<file path="src/rtl/regfile_hazard_ctl.sv">
// Register scoreboard and issue controller for the decode stage: per-register pending-write
// counters, RAW/WAW stall, flush drain. Optional macro HAZARD_WB_BYPASS_EN enables writeback bypass.
module regfile_hazard_ctl #(
  parameter int NREGS     = 16,
  parameter int CNT_W     = 2,
  parameter int DRAIN_CYC = 3
) (
  input  logic                       clk_i,
  input  logic                       rst_i,
  input  logic [63:0]                ir_i,
  input  logic                       valid_i,
  input  logic                       stall_i,
  input  logic                       flush_i,
  input  logic [1:0]                 wb_en_i,
  input  logic [$clog2(NREGS)-1:0]   wb_addr_i,
  output logic                       stall_o,
  output logic                       issue_o,
  output logic [NREGS-1:0]           busy_o,
  output logic                       err_o
);

  // state    | meaning
  // ST_RUN   | normal operation, scoreboard tracks issues and writebacks
  // ST_DRAIN | after a flush, issue blocked while squashed ops leave the pipe

  localparam int IDX_W = $clog2(NREGS);
  localparam int DRN_W = (DRAIN_CYC > 1) ? $clog2(DRAIN_CYC) : 1;
  localparam logic [DRN_W-1:0] DRN_LOAD = DRN_W'(DRAIN_CYC - 1);
  localparam logic [CNT_W-1:0] CNT_MAX  = {CNT_W{1'b1}};

  localparam logic [3:0] T_CMP   = 4'h3;
  localparam logic [3:0] T_MOV   = 4'h4;
  localparam logic [3:0] T_ALU   = 4'h9;
  localparam logic [3:0] T_LOAD  = 4'hb;
  localparam logic [3:0] T_STORE = 4'hc;
  localparam logic [3:0] T_LDI   = 4'hd;

  typedef enum logic [0:0] {
    ST_RUN   = 1'b0,
    ST_DRAIN = 1'b1
  } state_t;

  state_t           r_state;
  state_t           w_state_nxt;
  logic [DRN_W-1:0] r_drain;
  logic [DRN_W-1:0] w_drain_nxt;
  logic [CNT_W-1:0] r_cnt     [NREGS];
  logic [CNT_W-1:0] w_cnt_nxt [NREGS];
  logic             r_err;
  logic             w_err_nxt;

  logic [3:0]       w_type;
  logic [3:0]       w_op;
  logic [IDX_W-1:0] w_ra;
  logic [IDX_W-1:0] w_rb;
  logic [IDX_W-1:0] w_rc;
  logic [IDX_W-1:0] w_src1;
  logic [IDX_W-1:0] w_src2;
  logic [IDX_W-1:0] w_dest;
  logic             w_writer;
  logic             w_wb_act;
  logic             w_raw1;
  logic             w_raw2;
  logic             w_waw;
  logic             w_hazard;
  logic             w_stall;
  logic             w_issue;
  logic [NREGS-1:0] w_inc;
  logic [NREGS-1:0] w_dec;
  logic             w_unused;

  assign w_type   = ir_i[31:28];
  assign w_op     = ir_i[27:24];
  assign w_ra     = ir_i[20 +: IDX_W];
  assign w_rb     = ir_i[16 +: IDX_W];
  assign w_rc     = ir_i[12 +: IDX_W];
  assign w_dest   = w_ra;
  assign w_unused = ^{ir_i[63:32], ir_i[11:0], w_op[3:2]};

  // Compare/store/load read ra,rb; everything else reads rb,rc. Both are always checked.
  always_comb begin
    w_src1 = w_rb;
    w_src2 = w_rc;
    if (w_type == T_CMP || w_type == T_STORE || w_type == T_LOAD) begin
      w_src1 = w_ra;
      w_src2 = w_rb;
    end
  end

  always_comb begin
    w_writer = 1'b0;
    case (w_type)
      T_LDI, T_LOAD, T_ALU: w_writer = 1'b1;
      T_MOV:                w_writer = (w_op[1:0] != 2'b00);
      default:              w_writer = 1'b0;
    endcase
  end

  assign w_wb_act = (wb_en_i != 2'b00) && (r_state == ST_RUN);

`ifdef HAZARD_WB_BYPASS_EN
  // The last outstanding write retiring now is visible through the register file write-through.
  assign w_raw1 = (r_cnt[w_src1] != '0) &&
                  !((r_cnt[w_src1] == CNT_W'(1)) && w_wb_act && (wb_addr_i == w_src1));
  assign w_raw2 = (r_cnt[w_src2] != '0) &&
                  !((r_cnt[w_src2] == CNT_W'(1)) && w_wb_act && (wb_addr_i == w_src2));
  assign w_waw  = w_writer && (r_cnt[w_dest] == CNT_MAX) &&
                  !(w_wb_act && (wb_addr_i == w_dest));
`else
  assign w_raw1 = (r_cnt[w_src1] != '0);
  assign w_raw2 = (r_cnt[w_src2] != '0);
  assign w_waw  = w_writer && (r_cnt[w_dest] == CNT_MAX);
`endif

  assign w_hazard = valid_i && (w_raw1 || w_raw2 || w_waw);
  assign w_stall  = w_hazard || stall_i || (r_state == ST_DRAIN);
  assign w_issue  = valid_i && !w_stall && !flush_i;

  always_ff @(posedge clk_i or negedge rst_i) begin
    if (!rst_i) begin
      r_state <= ST_RUN;
      r_drain <= '0;
    end else begin
      r_state <= w_state_nxt;
      r_drain <= w_drain_nxt;
    end
  end

  always_comb begin
    w_state_nxt = r_state;
    w_drain_nxt = r_drain;
    case (r_state)
      ST_RUN: begin
        if (flush_i) begin
          w_state_nxt = ST_DRAIN;
          w_drain_nxt = DRN_LOAD;
        end
      end
      ST_DRAIN: begin
        if (flush_i) begin
          w_drain_nxt = DRN_LOAD;
        end else if (r_drain == '0) begin
          w_state_nxt = ST_RUN;
        end else begin
          w_drain_nxt = r_drain - DRN_W'(1);
        end
      end
      default: begin
        w_state_nxt = ST_RUN;
        w_drain_nxt = '0;
      end
    endcase
  end

  always_comb begin
    w_inc = '0;
    w_dec = '0;
    if (w_issue && w_writer) w_inc[w_dest] = 1'b1;
    if (w_wb_act)            w_dec[wb_addr_i] = 1'b1;
  end

  // Simultaneous inc/dec on one register cancels; a dec at zero saturates and flags an error.
  always_comb begin
    w_err_nxt = r_err;
    if (w_wb_act && (r_cnt[wb_addr_i] == '0)) w_err_nxt = 1'b1;
    for (int r = 0; r < NREGS; r++) begin
      w_cnt_nxt[r] = r_cnt[r];
      if (flush_i) begin
        w_cnt_nxt[r] = '0;
      end else if (w_inc[r] && !w_dec[r]) begin
        w_cnt_nxt[r] = r_cnt[r] + CNT_W'(1);
      end else if (w_dec[r] && !w_inc[r] && (r_cnt[r] != '0)) begin
        w_cnt_nxt[r] = r_cnt[r] - CNT_W'(1);
      end
    end
  end

  always_ff @(posedge clk_i or negedge rst_i) begin
    if (!rst_i) begin
      r_err <= 1'b0;
      for (int r = 0; r < NREGS; r++) r_cnt[r] <= '0;
    end else begin
      r_err <= w_err_nxt;
      for (int r = 0; r < NREGS; r++) r_cnt[r] <= w_cnt_nxt[r];
    end
  end

  always_comb begin
    busy_o = '0;
    for (int r = 0; r < NREGS; r++) busy_o[r] = (r_cnt[r] != '0);
  end

  assign stall_o = w_stall;
  assign issue_o = w_issue;
  assign err_o   = r_err;

endmodule

</file>
<file path="config.mk">
export PLATFORM = sky130hd
export DESIGN_NAME = regfile_hazard_ctl
export DESIGN_NICKNAME = d
export VERILOG_FILES = /design/src/rtl/regfile_hazard_ctl.sv
export SDC_FILE = /design/constraint.sdc
export NUM_CORES = 1
export LEC_CHECK = 0
export CORE_MARGIN = 4
export CORE_UTILIZATION = 35
export CTS_CLUSTER_DIAMETER = 30
export DETAILED_ROUTE_END_ITERATION = 10
export PLACE_DENSITY_LB_ADDON = 0.08
export SKIP_CTS_REPAIR_TIMING = 1
export SLEW_MARGIN = 15
export SYNTH_ARGS = -nofsm -noshare
export SYNTH_HDL_FRONTEND = slang
export SYNTH_SLANG_ARGS = --single-unit
</file>
<file path="constraint.sdc">
create_clock -name clk_i -period 4.4 [get_ports clk_i]
set_input_delay 1.1 -clock clk_i [delete_from_list [all_inputs] [get_ports clk_i]]
set_output_delay 1.1 -clock clk_i [all_outputs]
set_load 0.02 [all_outputs]
</file>
== Word level (Yosys, flattened, before mapping) ==
Index checks and enable logic that the tools add are counted.

* Output and inout port bits: 19
* Memories kept: 0
* Register bits after elaboration: 36
* Memory bits (read-only): 0
* Bits of input ports: 75
* Logic and storage cells: 288
* Memory bits (writable): 0
* Bits in latches: 0

* Bitwise gates (word level): 5
* Eq/ne operators: 9
* Reductions and logical operators: 137
* $mul: 0
* Magnitude comparators: 8
* Shift operators: 0
* Add/sub/neg operators: 33
* Mux-type cells: 77
* Divide/modulo/power cells: 0

{| class="wikitable"
|+ Operators with widths
! kind !! count
|-
| 2-bit two-way mux || 59
|-
| 1-bit logical AND || 57
|-
| 3-bit nonzero test || 16
|-
| 2-bit nonzero test || 20
|-
| 1-bit zero test || 34
|-
| 2-bit by 1-bit subtractor with 2-bit output (second input constant) || 17
|-
| 2-bit by 1-bit adder with 2-bit output (second input constant) || 16
|-
| 2-bit binary-select mux with 4-bit select || 4
|-
| 16-bit two-way mux || 2
|-
| 5-bit greater-or-equal comparator (second input constant) || 4
|-
| 4-bit NOT with 5-bit output || 4
|-
| 4-bit equality test (second input constant) || 4
|-
| 4-bit by 5-bit less-than comparator with 1-bit output (second input constant) || 2
|-
| 1-bit demux with 4-bit select || 2
|-
| 4-bit by 1-bit greater-or-equal comparator with 1-bit output (second input constant) || 2
|-
| 4-bit two-way mux || 2
|-
| 1-bit logical OR || 6
|-
| 1-bit two-way mux || 5
|-
| 4-bit by 2-bit equality test with 1-bit output (second input constant) || 1
|-
| 4-bit by 3-bit equality test with 1-bit output (second input constant) || 1
|-
| 2-bit zero test || 2
|-
| 1-bit one-hot mux with 2 select lines || 2
|-
| 2-bit one-hot mux with 2 select lines || 1
|-
| 3-bit inequality test (second input constant) || 1
|-
| other kinds (5) || 5
|}

== Logic depth before layout (Yosys ltp) ==
Gate-level depths: netlist of the first run.

* Depth in word-level cells: 25
* Gate-level depth with buffers: 13
* Depth with buffers taken out: 9

== Least setup slack after synthesis of the first run ==
Ideal clock, no wire load.

* Kind: input -> output
* From: input port ir_i[28]
* To: output port stall_o
* Cell stages on the path: 10
* Required time: 3.300 ns
* Buffers on the path: 2
* Setup slack: -0.149 ns
* Arrival time: 3.449 ns
* Path through: buf_2 -> and3b_1 -> or2_1 -> buf_6 -> o221a_2 -> a2111oi_0 -> nor4_2 -> nor2_2 -> nor3_1 -> o21ai_0

* Longest elaborated chain between the ends: 14
* Elaborated cells between the ends (all ways): 28
* Classes of those cells: eq/ne (6); mux (9); bitwise (2); reduce/logical (11)

{| class="wikitable"
|+ RTL lines
! what !! line !! text
|-
| start: declaration || 10 || <nowiki>input logic [63:0] ir_i,</nowiki>
|-
| 4-bit by 2-bit equality test with 1-bit output / 4-bit equality test (equally long branches) || 84 || <nowiki>if (w_type == T_CMP || w_type == T_STORE || w_type == T_LOAD) begin</nowiki>
|-
| 1-bit logical OR (2 in series) || 84 ||
|-
| 4-bit two-way mux || 84 ||
|-
| 4-bit NOT with 5-bit output, on equally long branches || 110, 111 ||
|-
| 2-bit binary-select mux with 4-bit select, on equally long branches || 110, 111 ||
|-
| 2-bit two-way mux, on equally long branches (2 in series) || 110, 111 ||
|-
| 2-bit nonzero test, on equally long branches || 110, 111 ||
|-
| 1-bit logical OR || 115 || <nowiki>assign w_hazard = valid_i && (w_raw1 || w_raw2 || w_waw);</nowiki>
|-
| 1-bit logical OR * || 115 ||
|-
| 1-bit logical AND * || 115 ||
|-
| 1-bit logical OR * (2 in series) || 116 || <nowiki>assign w_stall = w_hazard || stall_i || (r_state == ST_DRAIN);</nowiki>
|-
| end: declaration || 16 || <nowiki>output logic stall_o,</nowiki>
|}

Mark *: on every way between the ends. The rest lies on a longest branch, timed or not. The select of a mux whose other input is x is not followed.

== Worst setup path in the final report of the first run ==
* From: input port ir_i[30]
* To: output port issue_o

* Longest elaborated chain between the ends: 17
* Elaborated cells between the ends (all ways): 31
* Classes of those cells: eq/ne (6); mux (9); bitwise (2); reduce/logical (14)

{| class="wikitable"
|+ RTL lines
! what !! line !! text
|-
| 4-bit by 2-bit equality test with 1-bit output / 4-bit equality test (equally long branches) || 84 ||
|-
| 1-bit logical OR (2 in series) || 84 ||
|-
| 4-bit two-way mux || 84 ||
|-
| 4-bit NOT with 5-bit output, on equally long branches || 110, 111 ||
|-
| 2-bit binary-select mux with 4-bit select, on equally long branches || 110, 111 ||
|-
| 2-bit two-way mux, on equally long branches (2 in series) || 110, 111 ||
|-
| 2-bit nonzero test, on equally long branches || 110, 111 ||
|-
| 1-bit logical OR || 115 ||
|-
| 1-bit logical OR * || 115 ||
|-
| 1-bit logical AND * || 115 ||
|-
| 1-bit logical OR * (2 in series) || 116 ||
|-
| 1-bit zero test * || 117 || <nowiki>assign w_issue = valid_i && !w_stall && !flush_i;</nowiki>
|-
| 1-bit logical AND * (2 in series) || 117 ||
|-
| end: declaration || 17 || <nowiki>output logic issue_o,</nowiki>
|}

Marks and branches as above.

==> impl_summary.log, run 1 <==
[metrics] average wire length per cell after detail routing: 18.6 um
[metrics] gate count after technology mapping: 484
[metrics] startpoint of the worst-slack reg-to-reg timing path: r_cnt[20]$_DFFE_PN0P_
[metrics] Worst Setup End Kind: primary output
[metrics] combined area of the multi-input logic cells: 2830 um^2
[metrics] category of the most critical setup path: primary input to primary output
[metrics] Final Hold Fails: 0
[metrics] die boundary width: 109 um
[metrics] Finish-stage setup viols: 2
[metrics] depth of the worst register-to-register path: 10
[metrics] starting utilization of the core area: 0.364
[metrics] Layout Skew: 0.0123 ns
[metrics] total number of vias: 4,119
[metrics] netlist area before placement: 3590 um^2
[metrics] Max FO, Critical Path: 6
[metrics] series of cell instances along the critical path: buf_8 > and3b_2 > or2_4 > o221ai_4 > a2111oi_4 > o41ai_2 > nand4_1 > or3_4 > nor2_4 > buf_6
[metrics] final layout net count: 655
[metrics] worst supply voltage drop on vdd: 139 uV
[metrics] Final GP Congestion: 0.967
[metrics] number of filler instances in the final layout: 931
[metrics] cell with the largest stage delay on the worst path: sky130_fd_sc_hd__or3_4
[metrics] utilization of the core after routing: 0.518
[metrics] number of synthesis warnings: 0
[metrics] count of boundary I/O pins: 94
[metrics] Total GRT Usage: 0.217
[metrics] HPWL after detailed placement: 9.73 mm
[metrics] antenna violations before repair: 0
[metrics] reg2reg setup slack: 1.37 ns
[metrics] share of the yosys chip area belonging to registers: 0.251
[metrics] diode insertion count for antenna repair: 0
[metrics] dominant register cell in the synthesized netlist: sky130_fd_sc_hd__dfrtp_1
[metrics] vias in the first global route: 3,774
[metrics] status: finished, violations left
[metrics] share of flip-flops with an asynchronous set or reset after synthesis: 1.00
[metrics] fin worst setup slack: -0.109 ns
[metrics] Achievable Freq: 0.222 GHz
[metrics] end of the worst register-to-register path: r_cnt[24]$_DFFE_PN0P_
[metrics] failing checks: negative setup slack
[metrics] Unique masters post-synth: 62
[metrics] FF+latch area: 901 um^2
[metrics] maximum buffer depth of the clock tree: 2
[metrics] number of remaining DRC errors: 0
[metrics] count of port buffers added during placement: 47
[metrics] Leakage: 2.15 nW
[metrics] arrival time at the worst endpoint: 3.41 ns
[metrics] core region area: 9860 um^2
[metrics] routed wire length: 13.2 mm
[metrics] minimum clock period: 4.51 ns
[metrics] CTS H-tree depth: 2
[metrics] Total Power Consumption: 0.00100 W
[metrics] worst hold path depth: 1
[metrics] synthesized net count: 560
[metrics] growth of design area from synthesis to finish: 42.2%
[metrics] drt pass-1 iters: 4
[metrics] CTS root buffer: sky130_fd_sc_hd__clkbuf_8
[metrics] die area: 11,900 um^2
[metrics] Post-Synthesis Mean Instance Area: 7.42 um^2
[metrics] worst hold path startpoint: err_o$_DFFE_PN0P_
[metrics] die span in y: 109 um
[metrics] portion of the clock cycle consumed by the worst path in the final layout: 1.02
[metrics] number of synthesized flops with an enable pin: 0
[metrics] Largest stage delay, worst path: 0.45 ns
[metrics] hold-critical path endpoint: err_o$_DFFE_PN0P_
[metrics] Worst-path clk slew: 0.09 ns
[metrics] number of DRC markers after the initial detailed-route iteration: 243
[metrics] relative slew slack: 0.380
[metrics] transition time of the tightest slew-check pin: 0.930 ns
[metrics] TritonCTS clock tree: yes
[metrics] Crit path max-delay family: simple AND/OR/NAND/NOR gates
[metrics] required time reported for the critical path endpoint: 3.30 ns
[metrics] power per cell area: 196 nW/um^2
[metrics] global-route wire length before repair: 19.8 mm
[metrics] count of state elements after synthesis: 36
[metrics] final-report max-slew violation count: 0
[metrics] largest net degree at the start of global routing: 46
[metrics] ratio of cells with drive above 1 in the final layout: 0.250
[metrics] setup repair after global routing missed its margin: true
[metrics] total clock sinks: 36
[metrics] antenna-violating nets left: 0
[metrics] Rows: 36
[metrics] clock latency of the later-clocked register in the worst-skew pair: 0.30 ns
[metrics] Worst Path Buf+Inv: 2
[metrics] Inserted Clock Buffers: 5
[metrics] top area cells in the synthesized netlist: sky130_fd_sc_hd__dfrtp_1, sky130_fd_sc_hd__nand2_1, sky130_fd_sc_hd__nor2_1
[metrics] startpoint type of the worst setup path: primary input
[metrics] cell type contributing the most total cell area after synthesis: sky130_fd_sc_hd__dfrtp_1
[metrics] vias per cell: 5.78
[metrics] top-area cell type share of the netlist area: 0.251
[metrics] class of the tightest hold or removal check: flop to flop
[metrics] Overflow after GRT: 0
[metrics] Maximum Capacitance Violations: 0
==> synthesized netlist by cell type, drive strengths merged (2+ instances only) <==
| cell type | count |
|---|---|
| a2111oi | 8 |
| a21oi | 16 |
| a22oi | 2 |
| a311oi | 3 |
| a32oi | 2 |
| and2 | 2 |
| and3 | 8 |
| and3b | 3 |
| buf | 9 |
| clkbuf | 16 |
| dfrtp | 36 |
| inv | 26 |
| mux2i | 6 |
| mux4 | 8 |
| nand2 | 71 |
| nand2b | 6 |
| nand3 | 18 |
| nand3b | 3 |
| nand4 | 5 |
| nor2 | 57 |
| nor2b | 15 |
| nor3 | 34 |
| nor3b | 10 |
| nor4 | 3 |
| nor4b | 10 |
| o2111ai | 3 |
| o211ai | 23 |
| o21a | 2 |
| o21ai | 32 |
| o21bai | 6 |
| o221a | 2 |
| o221ai | 4 |
| o22ai | 3 |
| o2bb2ai | 3 |
| o41ai | 2 |
| or2 | 5 |
| or3 | 7 |
| or4 | 2 |
==> where the power goes <==
part | leakage [nW] | internal (W) | switching [W]
Combinational | 1.60 | 0.000155 | 0.000193
Clock | 0.0552 | 0.000169 | 0.000137
Sequential | 0.489 | 0.000341 | 0.00000769
==> metrics by stage <==
stage | std cells | hold slack [ns] | setup TNS (ns) | cell area [um^2] | worst slack [ns]
after floorplan | 484 | 0.479 | 0 | 3590 | 0.00379
after global placement | 696 | 0.443 | -2.02 | 4540 | -1.03
after detailed placement | 696 | 0.452 | -2.17 | 4540 | -1.08
after CTS | 704 | 0.475 | -2.14 | 4640 | -1.08
after global routing | 713 | 0.505 | -0.300 | 5110 | -0.161
final | 713 | 0.470 | -0.167 | 5110 | -0.109
==> cell usage in the layout, fill, tap and decap left out, types with 8 or more instances in the layout <==
master                            synthesis  layout
sky130_fd_sc_hd__nor3_1                  34      29
sky130_fd_sc_hd__nand2_1                 71      69
sky130_fd_sc_hd__nor2b_1                 15      15
sky130_fd_sc_hd__nand3_1                 18      18
sky130_fd_sc_hd__a2111oi_4                0       8
sky130_fd_sc_hd__buf_6                    1       9
sky130_fd_sc_hd__dfrtp_1                 36      36
sky130_fd_sc_hd__buf_4                    2      61
sky130_fd_sc_hd__inv_1                   26      25
sky130_fd_sc_hd__a21oi_1                 15      13
sky130_fd_sc_hd__nor2_1                  56      53
sky130_fd_sc_hd__mux4_2                   8       8
sky130_fd_sc_hd__and3_1                   8       8
sky130_fd_sc_hd__nor4b_1                 10      10
sky130_fd_sc_hd__clkdlybuf4s50_1          0      34
sky130_fd_sc_hd__o21ai_0                 28      27
sky130_fd_sc_hd__o211ai_1                23      23
==> logic make-up (layout without fill, tap and decap cells) <==
family	Yosys count	in the layout	share of synthesized area
AND/OR/NAND/NOR	261	261	0.372
AO/OA/AOI/OAI	119	119	0.241
buffers and inverters	52	148	0.0599
flip-flops	36	36	0.251
multiplexers	14	14	0.0704
adder cells (fa/ha/maj)	1	1	0.00348
XOR/XNOR	1	1	0.00244
==> worst max-delay path by stage <==
stage / from / to / slack [ns] / cells after the start
2_1_floorplan: ir_i[28] / stall_o / 0.004 / 10
3_3_place_gp: ir_i[28] / issue_o / -1.03 / 11
3_5_place_dp: ir_i[29] / issue_o / -1.08 / 11
4_1_cts: ir_i[29] / issue_o / -1.08 / 11
5_1_grt: ir_i[28] / issue_o / -0.16 / 10
6_report: ir_i[30] / issue_o / -0.11 / 10
==> flip-flops by register name, summed over array words and instances, names as in the netlist <==
name,flops
err_o,1
r_cnt,32
r_drain,2
r_state,1
==> layer usage <==
metal | up-vias | track usage | part of all wire
met1 | 1990 | 0.294 | 0.45
li1 | 1974 | - | -
met2 | 129 | 0.344 | 0.46
met3 | 26 | 0.0435 | 0.058
met4 | 0 | 0.0775 | 0.028
met5 | - | 0 | 0
==> final cells by class <==
class                           instances  share of cell area
Multi-Input combinational cell        396               0.554
Timing Repair Buffer                  113               0.196
Sequential cell                        36               0.176
Tap cell                              133              0.0326
Inverter                               27              0.0198
Clock buffer                            6              0.0142
Clock inverter                          2             0.00686
Power figures use the tool's default switching activity.
==> run 2: changes to the inputs <==
--- a/config.mk
+++ b/config.mk
@@ -9,6 +9,7 @@
 export CORE_UTILIZATION = 35
 export CTS_CLUSTER_DIAMETER = 30
 export DETAILED_ROUTE_END_ITERATION = 10
+export GPL_ROUTABILITY_DRIVEN = 0
 export PLACE_DENSITY_LB_ADDON = 0.08
 export SKIP_CTS_REPAIR_TIMING = 1
 export SLEW_MARGIN = 15
==> results of run 2 <==
Same layout as run 1: the final DEF is identical, and so are final timing and power.
